**src/rtl/vga_pkg.sv**
```systemverilog
// Shared types and constants for the VGA scanline darkening stage.
package vga_pkg;

    // Pipeline depth of the scanline stage, in ce_pix-qualified cycles.
    localparam int unsigned VGA_PIPE = 2;

    typedef struct packed {
        logic [7:0] r;
        logic [7:0] g;
        logic [7:0] b;
    } rgb888_t;

    typedef enum logic [1:0] {
        SL_OFF = 2'd0,
        SL_25  = 2'd1,
        SL_50  = 2'd2,
        SL_75  = 2'd3
    } scan_mode_e;

endpackage

```
**src/rtl/scanline_chan.sv**
```systemverilog
// One 8-bit colour channel of the scanline stage: optional darkening, registered output.
module scanline_chan
    import vga_pkg::*;
(
    input  logic       clk,
    input  logic       reset,
    input  logic       ce,
    input  logic [7:0] value,
    input  logic       dark,
    input  scan_mode_e mode,
    output logic [7:0] result
);

    logic [7:0] result_d;
    logic [7:0] result_q;

    // Select the dimmed or untouched channel value.
    always_comb begin
        result_d = value;
        if (dark) begin
            unique case (mode)
                SL_25:   result_d = value - (value >> 2);
                SL_50:   result_d = value >> 1;
                SL_75:   result_d = value >> 2;
                default: result_d = value;
            endcase
        end
    end

    // Output register, advancing only on pixel enables.
    always_ff @(posedge clk) begin
        if (reset) begin
            result_q <= '0;
        end else if (ce) begin
            result_q <= result_d;
        end
    end

    assign result = result_q;

endmodule

```
**src/rtl/vga_scanlines.sv**
```systemverilog
// Alternate-line darkening for VGA output, with syncs and DE delayed to match the colour path.
module vga_scanlines
    import vga_pkg::*;
#(
    parameter int unsigned PIPE = VGA_PIPE
) (
    input  logic        clk,
    input  logic        reset,
    input  logic        ce_pix,
    input  logic [1:0]  mode,
    input  logic        phase_sel,
    input  logic        hs_in,
    input  logic        vs_in,
    input  logic        de_in,
    input  logic [23:0] din,
    output logic [23:0] dout,
    output logic        hs_out,
    output logic        vs_out,
    output logic        de_out
);

    if (PIPE != VGA_PIPE) begin : g_bad_pipe
        $error("vga_scanlines: only PIPE = 2 is supported");
    end

    logic       hs_prev_d, hs_prev_q;
    logic       vs_prev_d, vs_prev_q;
    logic       parity_d,  parity_q;
    scan_mode_e mode_d,    mode_q;

    rgb888_t    pix_s1_q;
    logic       de_s1_q, hs_s1_q, vs_s1_q, dark_s1_q;
    scan_mode_e mode_s1_q;
    logic       dark_d;

    logic       hs_s2_q, vs_s2_q, de_s2_q;
    rgb888_t    pix_gated;
    rgb888_t    pix_out;

    // Edge detection, line parity and frame-boundary mode latch; dark uses post-edge state.
    always_comb begin
        hs_prev_d = hs_in;
        vs_prev_d = vs_in;
        parity_d  = parity_q;
        mode_d    = mode_q;
        if (vs_in && !vs_prev_q) begin
            parity_d = 1'b0;
            mode_d   = scan_mode_e'(mode);
        end else if (hs_in && !hs_prev_q) begin
            parity_d = ~parity_q;
        end
        dark_d = (parity_d ^ phase_sel) && (mode_d != SL_OFF);
    end

    // Control state, stage-1 capture and the stage-2 sync/DE delay.
    always_ff @(posedge clk) begin
        if (reset) begin
            hs_prev_q <= 1'b0;
            vs_prev_q <= 1'b0;
            parity_q  <= 1'b0;
            mode_q    <= SL_OFF;
            pix_s1_q  <= '0;
            de_s1_q   <= 1'b0;
            hs_s1_q   <= 1'b0;
            vs_s1_q   <= 1'b0;
            dark_s1_q <= 1'b0;
            mode_s1_q <= SL_OFF;
            hs_s2_q   <= 1'b0;
            vs_s2_q   <= 1'b0;
            de_s2_q   <= 1'b0;
        end else if (ce_pix) begin
            hs_prev_q <= hs_prev_d;
            vs_prev_q <= vs_prev_d;
            parity_q  <= parity_d;
            mode_q    <= mode_d;
            pix_s1_q  <= din;
            de_s1_q   <= de_in;
            hs_s1_q   <= hs_in;
            vs_s1_q   <= vs_in;
            dark_s1_q <= dark_d;
            mode_s1_q <= mode_d;
            hs_s2_q   <= hs_s1_q;
            vs_s2_q   <= vs_s1_q;
            de_s2_q   <= de_s1_q;
        end
    end

    // Blanking is applied before the channels so their register holds zero.
    assign pix_gated = de_s1_q ? pix_s1_q : '0;

    scanline_chan u_chan_r (
        .clk    (clk),
        .reset  (reset),
        .ce     (ce_pix),
        .value  (pix_gated.r),
        .dark   (dark_s1_q),
        .mode   (mode_s1_q),
        .result (pix_out.r)
    );

    scanline_chan u_chan_g (
        .clk    (clk),
        .reset  (reset),
        .ce     (ce_pix),
        .value  (pix_gated.g),
        .dark   (dark_s1_q),
        .mode   (mode_s1_q),
        .result (pix_out.g)
    );

    scanline_chan u_chan_b (
        .clk    (clk),
        .reset  (reset),
        .ce     (ce_pix),
        .value  (pix_gated.b),
        .dark   (dark_s1_q),
        .mode   (mode_s1_q),
        .result (pix_out.b)
    );

    assign dout   = pix_out;
    assign hs_out = hs_s2_q;
    assign vs_out = vs_s2_q;
    assign de_out = de_s2_q;

endmodule

```
**config.mk**
```make
export PLATFORM = sky130hd
export DESIGN_NAME = vga_scanlines
export DESIGN_NICKNAME = d
export VERILOG_FILES = /design/src/rtl/vga_pkg.sv /design/src/rtl/scanline_chan.sv /design/src/rtl/vga_scanlines.sv
export SDC_FILE = /design/constraint.sdc
export NUM_CORES = 1
export LEC_CHECK = 0
export CAP_MARGIN = 20
export CORE_MARGIN = 1.5
export CORE_UTILIZATION = 60
export DETAILED_ROUTE_END_ITERATION = 7
export PLACE_DENSITY = 0.95
export SLEW_MARGIN = 20
export SYNTH_ARGS = -nofsm -noshare
export SYNTH_HDL_FRONTEND = slang
export SYNTH_SLANG_ARGS = --single-unit
```
**constraint.sdc**
```tcl
create_clock -name clk -period 5.5 [get_ports clk]
set_input_delay 1.65 -clock clk [delete_from_list [all_inputs] [get_ports clk]]
set_output_delay 1.65 -clock clk [all_outputs]
set_load 0.05 [all_outputs]
```
* After elaboration in Yosys (flattened, before gate mapping) *
Cells that the tools add are included.

word-level totals
  register bits = 58
  input bits = 33
  output and inout port bits = 27
  logic and storage cells = 39

cells by class
  $add $sub $neg = 3
  equality and inequality tests = 3
  mux-type cells = 10
  bitwise operators = 2
  reduce and logical (&&, ||, !) cells = 6

operator list
  kind                count
  $pmux 8 s3          3
  $mux 24             1
  $mux 8              3
  $sub 8x6->8         3
  $eq 2x2->1 const B  2
  $logic_and 1x1->1   3
  $eq 2x1->1 const B  1
  $logic_not 1->1     2
  $mux 1              2
  $mux 2              1
  $reduce_bool 2->1   1
  $not 1->1           1
  $xor 1x1->1         1

* Logic depth before layout (Yosys ltp) *
Gate-level depths: netlist of run 1.

  depth after elaboration = 6
  gate-level depth with buffers = 11
  gate-level depth less buffers = 9

* Modules after synthesis *
From an unflattened synthesis of run 1, not the netlist that was laid out.

unflattened totals
  cell total of the unflattened synthesis = 469
  area total of the unflattened synthesis = 3973.8 um^2

by module, submodules not included
  module         instances  cells each  area each (um^2)  seq. area each (um^2)
  scanline_chan  3          106         828.3             160.2
  vga_scanlines  1          151         1488.9            680.7

* Worst setup path after synthesis of run 1 *
No wires, ideal clock.

  path type = in2reg
  start point = input reset
  end point = register u_chan_g.result_q[3], in the netlist u_chan_g.result[3]
  library setup time = 0.062 ns
  data arrival time = 2.730 ns
  data required time = 5.438 ns
  setup slack = 2.708 ns
  stages on the path = 5
  path buffers = 1
  cells stage by stage = clkbuf_1 and3b_1 o221ai_1 or4_1 nand3_1

RTL lines
  what                    RTL line             text
  start: declaration      vga_scanlines.sv:8   input logic reset,
  end signal: assignment  scanline_chan.sv:35  result_q <= result_d;
  end: declaration        scanline_chan.sv:15  logic [7:0] result_q;

==> results of run 1 <==
==> routing by layer <==
layer / routed length (µm) / up-vias
li1: - / 2125
met1: 4800 / 2161
met2: 5870 / 376
met3: 1470 / 100
met4: 651 / 0
met5: 0 / -
==> state kept, by name, summed over array words and instances (netlist names) <==
signal and count:
pix_s1_q 24, vs_s1_q 1, u_chan_r.result 8, hs_s1_q 1, u_chan_g.result 8, mode_s1_q 2
de_out 1, vs_out 1, hs_out 1, parity_q 1, de_s1_q 1, u_chan_b.result 8
dark_s1_q 1
==> cell families (layout without fill, tap and decap cells) <==
logic type / count (synthesis) / count (layout) / synth area share, %
AO/OA/AOI/OAI: 197 / 197 / 31.1
XOR/XNOR: 9 / 9 / 1.81
buffers and inverters: 70 / 95 / 7.35
multiplexers: 44 / 44 / 10.2
AND/OR/NAND/NOR: 192 / 192 / 21.6
adder cells (fa/ha/maj): 5 / 5 / 1.32
flip-flops: 58 / 58 / 26.6
==> through the flow <==
stage          setup slack (ns)  hold WS (ns)
4_1_cts                    2.12         0.489
3_5_place_dp               1.76         0.476
5_1_grt                    1.77         0.512
6_report                   1.96         0.484
2_1_floorplan              2.71         0.482
3_3_place_gp               1.96         0.468
==> report_power, final <==
group	internal, mW	switching (mW)
combinational	0.0984	0.125
sequential	0.438	0.0489
clock	0.212	0.198
total	0.748	0.372
==> layout make-up <==
cell class / instances / share of cell area (%)
flip-flops and latches: 58 / 23.1
repair buffers: 63 / 12.1
well taps: 96 / 2.39
clock inverters: 7 / 1.59
clock buffers: 9 / 2.46
inverters: 16 / 1.19
multi-input cells: 447 / 57.2
==> placed cells by master, fill, tap and decap left out, types with 10 or more instances in the layout <==
cell type and n:
sky130_fd_sc_hd__o211ai_1 10, sky130_fd_sc_hd__clkdlybuf4s50_1 57, sky130_fd_sc_hd__nand2b_1 13, sky130_fd_sc_hd__a22oi_1 14, sky130_fd_sc_hd__nor2_1 54, sky130_fd_sc_hd__a21oi_1 32, sky130_fd_sc_hd__dfxtp_1 58, sky130_fd_sc_hd__inv_1 16
sky130_fd_sc_hd__mux2i_1 42, sky130_fd_sc_hd__nor2b_1 31, sky130_fd_sc_hd__o21ai_0 40, sky130_fd_sc_hd__a211oi_1 10, sky130_fd_sc_hd__nand2_1 51, sky130_fd_sc_hd__nand3_1 12
==> final timing paths <==
path                      startpoint                 end  depth (start not counted)
setup / recovery              ce_pix  u_chan_b.result[3]                          6
hold / removal    u_chan_g.result[2]  u_chan_g.result[2]                          2
setup reg to reg        mode_s1_q[1]  u_chan_b.result[3]                          5
hold reg to reg   u_chan_g.result[2]  u_chan_g.result[2]                          2
==> worst max-delay path: cells and delay by family <==
family	cells	cell delay [ns]
buffers and inverters	1	0.68
AO/OA/AOI/OAI	2	0.80
AND/OR/NAND/NOR	2	0.55
multiplexers	1	0.16
==> qor.txt, run 1 <==
run status = completed
vias in the first global route = 4,399
total of fill cells in the finished design = 530
multi-input combinational cell area = 2880 µm²
core occupancy in the finished layout = 72.9%
number of vias per cell after detailed routing = 6.84
hold violation count in the final report = 0
Max VDD drop = 0.196 mV
max-slew violation total from the final report = 0
met2 track demand over resource = 54.5%
HPWL after DPL = 8.37 mm
chain of cells forming the critical path = buf_2 > and2_1 > o21ai_1 > a2111oi_0 > mux2i_1 > nand2_1
WL final = 12.8 mm
routed vias = 4,762
non-filler cells, final = 696
power per unit of standard cell area = 223 nW/µm²
layer carrying the most global-route usage = met2
highest net fanout along the worst path = 42
horizontal die dimension = 88.2 µm
synth warn = 0
remaining routing DRC violations = 0
data arrival time of the critical path = 3.85 ns
GRT met1 Usage = 43.7%
Distinct cells, synth = 70
largest incremental delay on the critical path = 0.68 ns
proportion of layout cells with a drive suffix above 1 = 6.33%
portion of synthesized cell area occupied by the leading cell type = 26.6%
most frequent cells after synthesis = sky130_fd_sc_hd__dfxtp_1 (58), sky130_fd_sc_hd__nor2_1 (54), sky130_fd_sc_hd__nand2_1 (51)
number of placed instances with taps included = 680
Boundary Pins = 60
most used flip-flop cell after synthesis = sky130_fd_sc_hd__dfxtp_1
area overhead of the layout relative to synthesis = 15.5%
setup repair after global routing missed its margin = no
WS Path Type = in -> reg
sum of negative setup slack = 0 ns
final worst path period need = 3.54 ns
Design Power = 1.12 mW
maximum capacitance violations = 0
global-route total usage across every layer = 34.8%
most repeated cell in the gate-level netlist after synthesis = sky130_fd_sc_hd__dfxtp_1
number of setup violations in the final report = 0
first-pass GRT wire length = 21.2 mm
antenna violations before repair = 0
required time of the worst setup path = 5.81 ns
count of buffers inserted at the top-level ports = 59
placed instance area = 4830 µm²
synthesized area divided by synthesized cell count = 7.58 µm²
number of instances in the synthesized netlist = 575
sequential cell area = 1160 µm²
Final Skew = 0.00911 ns
asr flop ratio synth = 0%
post-CTS clock slew at the launch and capture registers of the worst setup and hold paths = 0.08 ns
number of cells upsized or downsized after cts = 0
GR Util met3 = 8.86%
critical path capture point type = register
iteration count of the initial detailed-routing pass = 6
NumNets Final = 631
number of synthesized register bits = 58
class of the tightest hold or removal check = reg -> reg
area of the core region = 6910 µm²
critical path launch point type = primary input
Final Instance Area = 5030 µm²
Clock Tree Buf Depth = 2
hold_buf cts = 0
achievable frequency = 282 MHz
RD Place Congestion = 0.978
sequential-to-total area share from yosys stat = 26.6%
period utilisation layout = 64.4%
die boundary height = 88.2 µm
total clock buffers created by CTS = 9
number of antenna diodes = 0
number of nets produced by synthesis = 611
reg-to-reg slack, setup = 2.74 ns
pin count of the biggest net entering global routing = 45
# rows = 30
pin slew with the least headroom to its limit = 0.922 ns
total grt overflow = 0
cell with the largest stage delay on the worst path = sky130_fd_sc_hd__buf_2
starting DRC count in detailed routing = 765
worst max-slew margin expressed relative to the limit = 38.4%
Wirelength per Cell = 18.4 µm
post-route antenna net violation count = 0
CTS Sinks = 58
CTS H-Tree Depth = 3
cell type contributing the most total cell area after synthesis = sky130_fd_sc_hd__dfxtp_1
area enclosed by the die boundary = 7790 µm²
clock root buffer = sky130_fd_sc_hd__clkbuf_8
count of flip-flops with a built-in enable after synthesis = 0
Syn Std Cell Area = 4360 µm²
Initial Util = 63.1%
Leakage = 1.80 nW
Worst-Skew Late Latency = 0.35 ns
Synth area leaders = sky130_fd_sc_hd__dfxtp_1 (27%), sky130_fd_sc_hd__mux2i_1 (9.6%), sky130_fd_sc_hd__nor2_1 (4.6%)
number of post-CTS setup repair buffers = 0
CTS tree = done
Power figures use the tool's default switching activity.
==> run 2, diff against run 1 <==
- CORE_UTILIZATION: 60 -> 56
- PLACE_DENSITY: 0.95 -> 0.92
- clock period: 5.5 -> 3.69 ns (I/O delays scaled with it)
==> run 2 against run 1 <==
  * Wire length down 2.8%
  * Design area increased by 0.65%
  * Clock skew grew 0.0014 ns
  * Largest power group unchanged
  * The run now ends with DRC left
  * Cell count rose by 0.72%
  * Global-route usage shrank 4.6 points
  * Core utilization fell by 4.5 points
  * Critical endpoint is now dout[15]
  * Register-to-register slack got worse by 1.6 ns
  * Sequential power up 48%
  * Sequential share of layout area fell by 0.15 points
  * Worst hold slack worse by 0.010 ns
  * Highest routed layer unchanged
  * Worst setup slack worse by 0.95 ns
==> qor.txt, run 2 (synthesis results as in run 1) <==
Min-Delay Startpoint = u_chan_r.result[2]
hold_buf cts = 0 (unchanged)
number of antenna diodes = 0 (unchanged)
number of placed instances with taps included = 685 (+0.74%)
worst max-slew margin expressed relative to the limit = 38.9% (+0.49 points)
# rows = 31 (+3.3%)
critical path launch point type = register
sum of negative setup slack = 0 ns (unchanged)
NumNets Final = 633 (+0.32%)
endpoint of the worst register-to-register path = u_chan_b.result[3]
Internal Pwr Total = 1.18 mW (+58%)
achievable frequency = 373 MHz
Leakage = 1.81 nW (+1.1%)
count of buffers inserted at the top-level ports = 59 (unchanged)
final worst path period need = 2.68 ns
total of fill cells in the finished design = 561 (+5.8%)
WL final = 12.4 mm (-2.8%)
proportion of layout cells with a drive suffix above 1 = 6.64% (+0.31 points)
total grt overflow = 0 (unchanged)
required time of the worst setup path = 2.58 ns (-3.23 ns)
Boundary Pins = 60 (unchanged)
maximum capacitance violations = 0 (unchanged)
total clock buffers created by CTS = 9 (unchanged)
max-slew violation total from the final report = 0 (unchanged)
power per unit of standard cell area = 340 nW/µm² (+53%)
CP startpoint = u_chan_g.result[7]
cell with the largest stage delay on the worst path = sky130_fd_sc_hd__clkdlybuf4s50_1
pin count of the biggest net entering global routing = 55 (+22%)
power share of the sequential group = 42.0% (-1.5 points)
count of buffer and inverter cells on the critical path = 1 (unchanged)
core occupancy in the finished layout = 68.4% (-4.5 points)
placed instance area = 4850 µm² (+0.39%)
antenna violations before repair = 0 (unchanged)
most frequent standard cell in the layout excluding fill and tap cells = sky130_fd_sc_hd__dfxtp_1
power dissipated by switching net loads = 0.544 mW (+46%)
fraction of power consumed by the clock network = 38.7% (+2.1 points)
highest net fanout along the worst path = 2 (-95%)
first-pass GRT wire length = 20.4 mm (-4.0%)
routed vias = 4,568 (-4.1%)
CTS H-Tree Depth = 3 (unchanged)
Worst-Skew Late Latency = 0.35 ns (about the same)
number of post-CTS setup repair buffers = 0 (unchanged)
Max VDD drop = 0.235 mV (+20%)
global-route total usage across every layer = 30.2% (-4.6 points)
die boundary height = 91.2 µm (+3.4%)
setup repair after global routing missed its margin = no
starting DRC count in detailed routing = 552 (-28%)
remaining routing DRC violations = 1 (+1)
violated checks = DRC
run status = complete, but fails checks
reg-to-reg startpoint = mode_s1_q[1]
number of cells on the worst hold path = 2 (unchanged)
class of the tightest hold or removal check = reg -> reg
WS Path Type = reg -> out
worst reg-to-reg path cell count = 5 (unchanged)
CTS tree = done
Initial Util = 58.8% (-4.3 points)
clock root buffer = sky130_fd_sc_hd__clkbuf_8
number of setup violations in the final report = 0 (unchanged)
Largest register FFs = 24 (unchanged)
CTS Sinks = 58 (unchanged)
chain of cells forming the critical path = clkdlybuf4s50_1
hold worst-path end = u_chan_r.result[2]
iteration count of the initial detailed-routing pass = 8 (+2)
register with the most flip-flops = pix_s1_q
number of cells upsized or downsized after cts = 0 (unchanged)
switching part of the total power = 31.6% (-1.6 points)
Wirelength per Cell = 17.7 µm (-3.5%)
pin slew with the least headroom to its limit = 0.915 ns (-0.00739 ns)
Clock Tree Buf Depth = 2 (unchanged)
Top Family by Delay on Critical Path = buffers and inverters
reg-to-reg slack, setup = 1.16 ns (-1.58 ns)
RD Place Congestion = 0.951 (-2.7%)
non-filler cells, final = 701 (+0.72%)
post-route antenna net violation count = 0 (unchanged)
horizontal die dimension = 91.2 µm (+3.4%)
period utilisation layout = 72.6%
area overhead of the layout relative to synthesis = 16.2%
Final Skew = 0.0106 ns (+0.00144 ns)
commonest cells after routing, fill and taps aside = sky130_fd_sc_hd__dfxtp_1 (58), sky130_fd_sc_hd__clkdlybuf4s50_1 (57), sky130_fd_sc_hd__nor2_1 (54), sky130_fd_sc_hd__nand2_1 (51), sky130_fd_sc_hd__mux2i_1 (42)
hold violation count in the final report = 0 (unchanged)
critical path capture point type = primary output
largest incremental delay on the critical path = 0.83 ns (+0.15 ns)
number of vias per cell after detailed routing = 6.52 (-4.8%)
area of the core region = 7410 µm² (+7.3%)
Final Instance Area = 5070 µm² (+0.65%)
post-CTS clock slew at the launch and capture registers of the worst setup and hold paths = 0.08 ns (about the same)
area enclosed by the die boundary = 8320 µm² (+6.9%)
HPWL after DPL = 8.20 mm (-2.1%)
combinational group share of total power = 19.3% (-0.6 points)
data arrival time of the critical path = 1.57 ns (-2.28 ns)
vias in the first global route = 4,200 (-4.5%)
-- run 2: power groups by stage --
stage	registers [mW]	clock network, mW	logic, mW
CTS	0.719	0.664	0.327
global route	0.728	0.701	0.361
floorplan	0.711	0	0.250
detailed placement	0.733	0	0.324
finish	0.723	0.667	0.333
global placement	0.731	0	0.314
-- run 2: worst max-delay path by stage --
stage                         end  slack (ns)  cells past startpoint
2_1_floorplan  u_chan_b.result[6]        1.42                     10
3_3_place_gp   u_chan_g.result[6]        0.99                      6
3_5_place_dp   u_chan_b.result[3]        0.88                      6
4_1_cts                  dout[15]        1.03                      1
5_1_grt                   dout[5]        0.97                      1
6_report                 dout[15]        1.01                      1
-- run 2: layout make-up --
class                           instances  area, µm²  share of cell area (%)
Clock buffer                            9        124                    2.45
Clock inverter                          7       93.8                    1.85
Inverter                               16       60.1                    1.19
Multi-Input combinational cell        447       2880                    56.8
Sequential cell                        58       1160                    22.9
Tap cell                               99        124                    2.45
Timing Repair Buffer                   65        626                    12.3
-- run 2: metal layers --
layer	part of all wire (%)	wire, µm	vias to the layer above	track usage [%]
met5	0	0	-	0
met4	2.4	302	0	11.6
met3	10	1250	43	7.12
met2	47	5820	282	47.5
met1	41	5060	2108	39.9
li1	-	-	2135	-
-- run 2: metrics by stage --
step                      setup WS [ns]  hold slack, ns  power, mW
final                              1.01           0.474       1.72
after global routing              0.968           0.514       1.79
after CTS                          1.03           0.477       1.71
after detailed placement          0.882           0.465       1.06
after global placement            0.987           0.466       1.05
after floorplan                    1.42           0.482      0.960
-- run 2: worst register-to-register path: cells and delay by family (launching register included) --
family | cells | cell delay (ns)
AOI/OAI and AO/OA | 3 | 1.34
DFF | 1 | 0.92
muxes | 1 | 0.13
and+or+nand+nor | 1 | 0.08
==> run 3, diff against run 2 <==
- clock period: 3.69 -> 2.7 ns (I/O delays scaled with it)
==> run 3 against run 2 <==
  * Global-route usage is 0.75 points higher
  * First-iteration DRC count shrank 21%
  * Count of clock-buffer cells in the layout grew 2
  * The flow now finishes without violations
  * Wire length rose by 2.1%
  * Critical path depth is 7 higher
  * Worst setup slack lost 0.70 ns
  * Die area did not move
  * Via count increased by 1.0%
==> qor.txt, run 3 (synthesis results as in run 1) <==
run status = completed
post-route antenna net violation count = 0 (unchanged)
data arrival time of the critical path = 2.62 ns (+1.05 ns)
worst max-slew margin expressed relative to the limit = 43.8% (+4.8 points)
final worst path period need = 2.39 ns
reg-to-reg startpoint = pix_s1_q[3]
remaining routing DRC violations = 0 (-1)
commonest cells after routing, fill and taps aside = sky130_fd_sc_hd__dfxtp_1 (58), sky130_fd_sc_hd__clkdlybuf4s50_1 (57), sky130_fd_sc_hd__nor2_1 (54), sky130_fd_sc_hd__nand2_1 (51), sky130_fd_sc_hd__mux2i_1 (42)
area of the core region = 7410 µm² (unchanged)
Wirelength per Cell = 17.9 µm (+0.78%)
number of cells upsized or downsized after cts = 0 (unchanged)
highest net fanout along the worst path = 12 (+10)
class of the tightest hold or removal check = reg -> reg
Setup WS post-layout = 0.309 ns (-0.701 ns)
WL final = 12.7 mm (+2.1%)
clock root buffer = sky130_fd_sc_hd__clkbuf_8
global-route total usage across every layer = 30.9% (+0.75 points)
worst reg-to-reg path cell count = 8 (+3)
Min-Delay Startpoint = u_chan_g.result[2]
routed vias = 4,614 (+1.0%)
Largest register FFs = 24 (unchanged)
number of antenna diodes = 0 (unchanged)
horizontal die dimension = 91.2 µm (unchanged)
hold violation count in the final report = 0 (unchanged)
# rows = 31 (unchanged)
chain of cells forming the critical path = nor2b_1 > o21ai_0 > ha_1 > a21boi_0 > a211oi_1 > a31oi_1 > mux2i_1 > a31oi_1
maximum capacitance violations = 0 (unchanged)
achievable frequency = 418 MHz
Leakage = 1.84 nW (+1.5%)
total clock buffers created by CTS = 9 (unchanged)
Initial Util = 58.8% (unchanged)
cell mode on critical path = sky130_fd_sc_hd__a31oi_1
Clock Tree Buf Depth = 2 (unchanged)
critical path capture point type = register
WS Path Type = reg -> reg
iteration count of the initial detailed-routing pass = 5 (-3)
setup repair after global routing missed its margin = no
RD Place Congestion = 0.955 (+0.38%)
hold worst-path end = u_chan_g.result[2]
starting DRC count in detailed routing = 436 (-21%)
antenna violations before repair = 0 (unchanged)
Final Skew = 0.00898 ns (-0.00158 ns)
number of vias per cell after detailed routing = 6.50 (-0.27%)
Max VDD drop = 0.294 mV (+25%)
post-CTS clock slew at the launch and capture registers of the worst setup and hold paths = 0.07 ns (about the same)
Boundary Pins = 60 (unchanged)
area overhead of the layout relative to synthesis = 16.7%
pin slew with the least headroom to its limit = 0.842 ns (-0.0728 ns)
reg-to-reg slack, setup = 0.31 ns (-0.85 ns)
minimum setup slack after placement = 0.315 ns (-0.567 ns)
period utilisation layout = 88.5%
vias in the first global route = 4,259 (+1.4%)
CP startpoint = pix_s1_q[3]
Design Power = 2.18 mW (+27%)
proportion of layout cells with a drive suffix above 1 = 7.86% (+1.2 points)
area enclosed by the die boundary = 8320 µm² (unchanged)
first-pass GRT wire length = 20.8 mm (+2.0%)
number of setup violations in the final report = 0 (unchanged)
die boundary height = 91.2 µm (unchanged)
Worst-Skew Late Latency = 0.36 ns (about the same)
endpoint of the worst register-to-register path = u_chan_b.result[6]
hold_buf cts = 0 (unchanged)
number of cells on the worst hold path = 2 (unchanged)
max-slew violation total from the final report = 0 (unchanged)
sum of negative setup slack = 0 ns (unchanged)
total grt overflow = 0 (unchanged)
most frequent standard cell in the layout excluding fill and tap cells = sky130_fd_sc_hd__dfxtp_1
required time of the worst setup path = 2.93 ns (+0.35 ns)
CTS tree = done
power per unit of standard cell area = 429 nW/µm² (+26%)
pin count of the biggest net entering global routing = 37 (-33%)
count of buffers inserted at the top-level ports = 59 (unchanged)
critical path launch point type = register
CTS H-Tree Depth = 3 (unchanged)
register with the most flip-flops = pix_s1_q
cell with the largest stage delay on the worst path = sky130_fd_sc_hd__dfxtp_1
number of post-CTS setup repair buffers = 0 (unchanged)
NumNets Final = 642 (+1.4%)
largest incremental delay on the critical path = 0.59 ns (-0.24 ns)
CTS Sinks = 58 (unchanged)
HPWL after DPL = 8.49 mm (+3.6%)
[run 3: cell types whose count changed in the layout (fill, tap and decap cells not counted), sizes merged]
cell,before,now
bufinv,2,0
buf,8,17
clkbuf,9,11
[run 3: area by class of cell]
class | instances | area [µm²]
Multi-Input combinational cell | 447 | 2880
Timing Repair Buffer | 74 | 693
Fill cell | 559 | 2320
Sequential cell | 58 | 1160
Clock inverter | 5 | 30.0
Inverter | 16 | 60.1
Clock buffer | 11 | 141
Tap cell | 99 | 124
[run 3: report_power, final]
part           switching (mW)  internal (mW)
clock                   0.377          0.353
combinational           0.269          0.209
sequential             0.0835          0.893
total                   0.729           1.45
[run 3: how the worst max path moves through the flow]
stage	slack, ns	cells after the start	endpoint
global placement	0.36	6	u_chan_r.result[4]
floorplan	0.43	10	u_chan_b.result[6]
finish	0.31	8	u_chan_b.result[6]
detailed placement	0.32	6	u_chan_r.result[4]
global route	0.07	8	u_chan_b.result[6]
CTS	0.33	1	dout[14]
[run 3: critical path, delay by kind of cell, from the launching register on]
kind / cells / cell delay (ns)
adders and majority gates: 1 / 0.27
DFF: 1 / 0.59
AOI/OAI and AO/OA: 5 / 1.01
muxes: 1 / 0.20
and+or+nand+nor: 1 / 0.18
[run 3: routing by layer]
metal,vias to the layer above,global-route usage (%),share of wire [%]
li1,2148,-,-
met1,2144,40.5,42
met2,281,48.8,46
met3,41,7.54,9.9
met4,0,12.0,2.4
met5,-,0,0
[run 3: stage by stage]
stage          hold WS [ns]  util [%]  instances  cell area (µm²)
3_5_place_dp          0.466      66.4        694             4920
5_1_grt               0.489      68.7        710             5090
6_report              0.477      68.7        710             5090
4_1_cts               0.479      68.7        710             5090
2_1_floorplan         0.482         -        575             4360
3_3_place_gp          0.466      66.4        694             4920
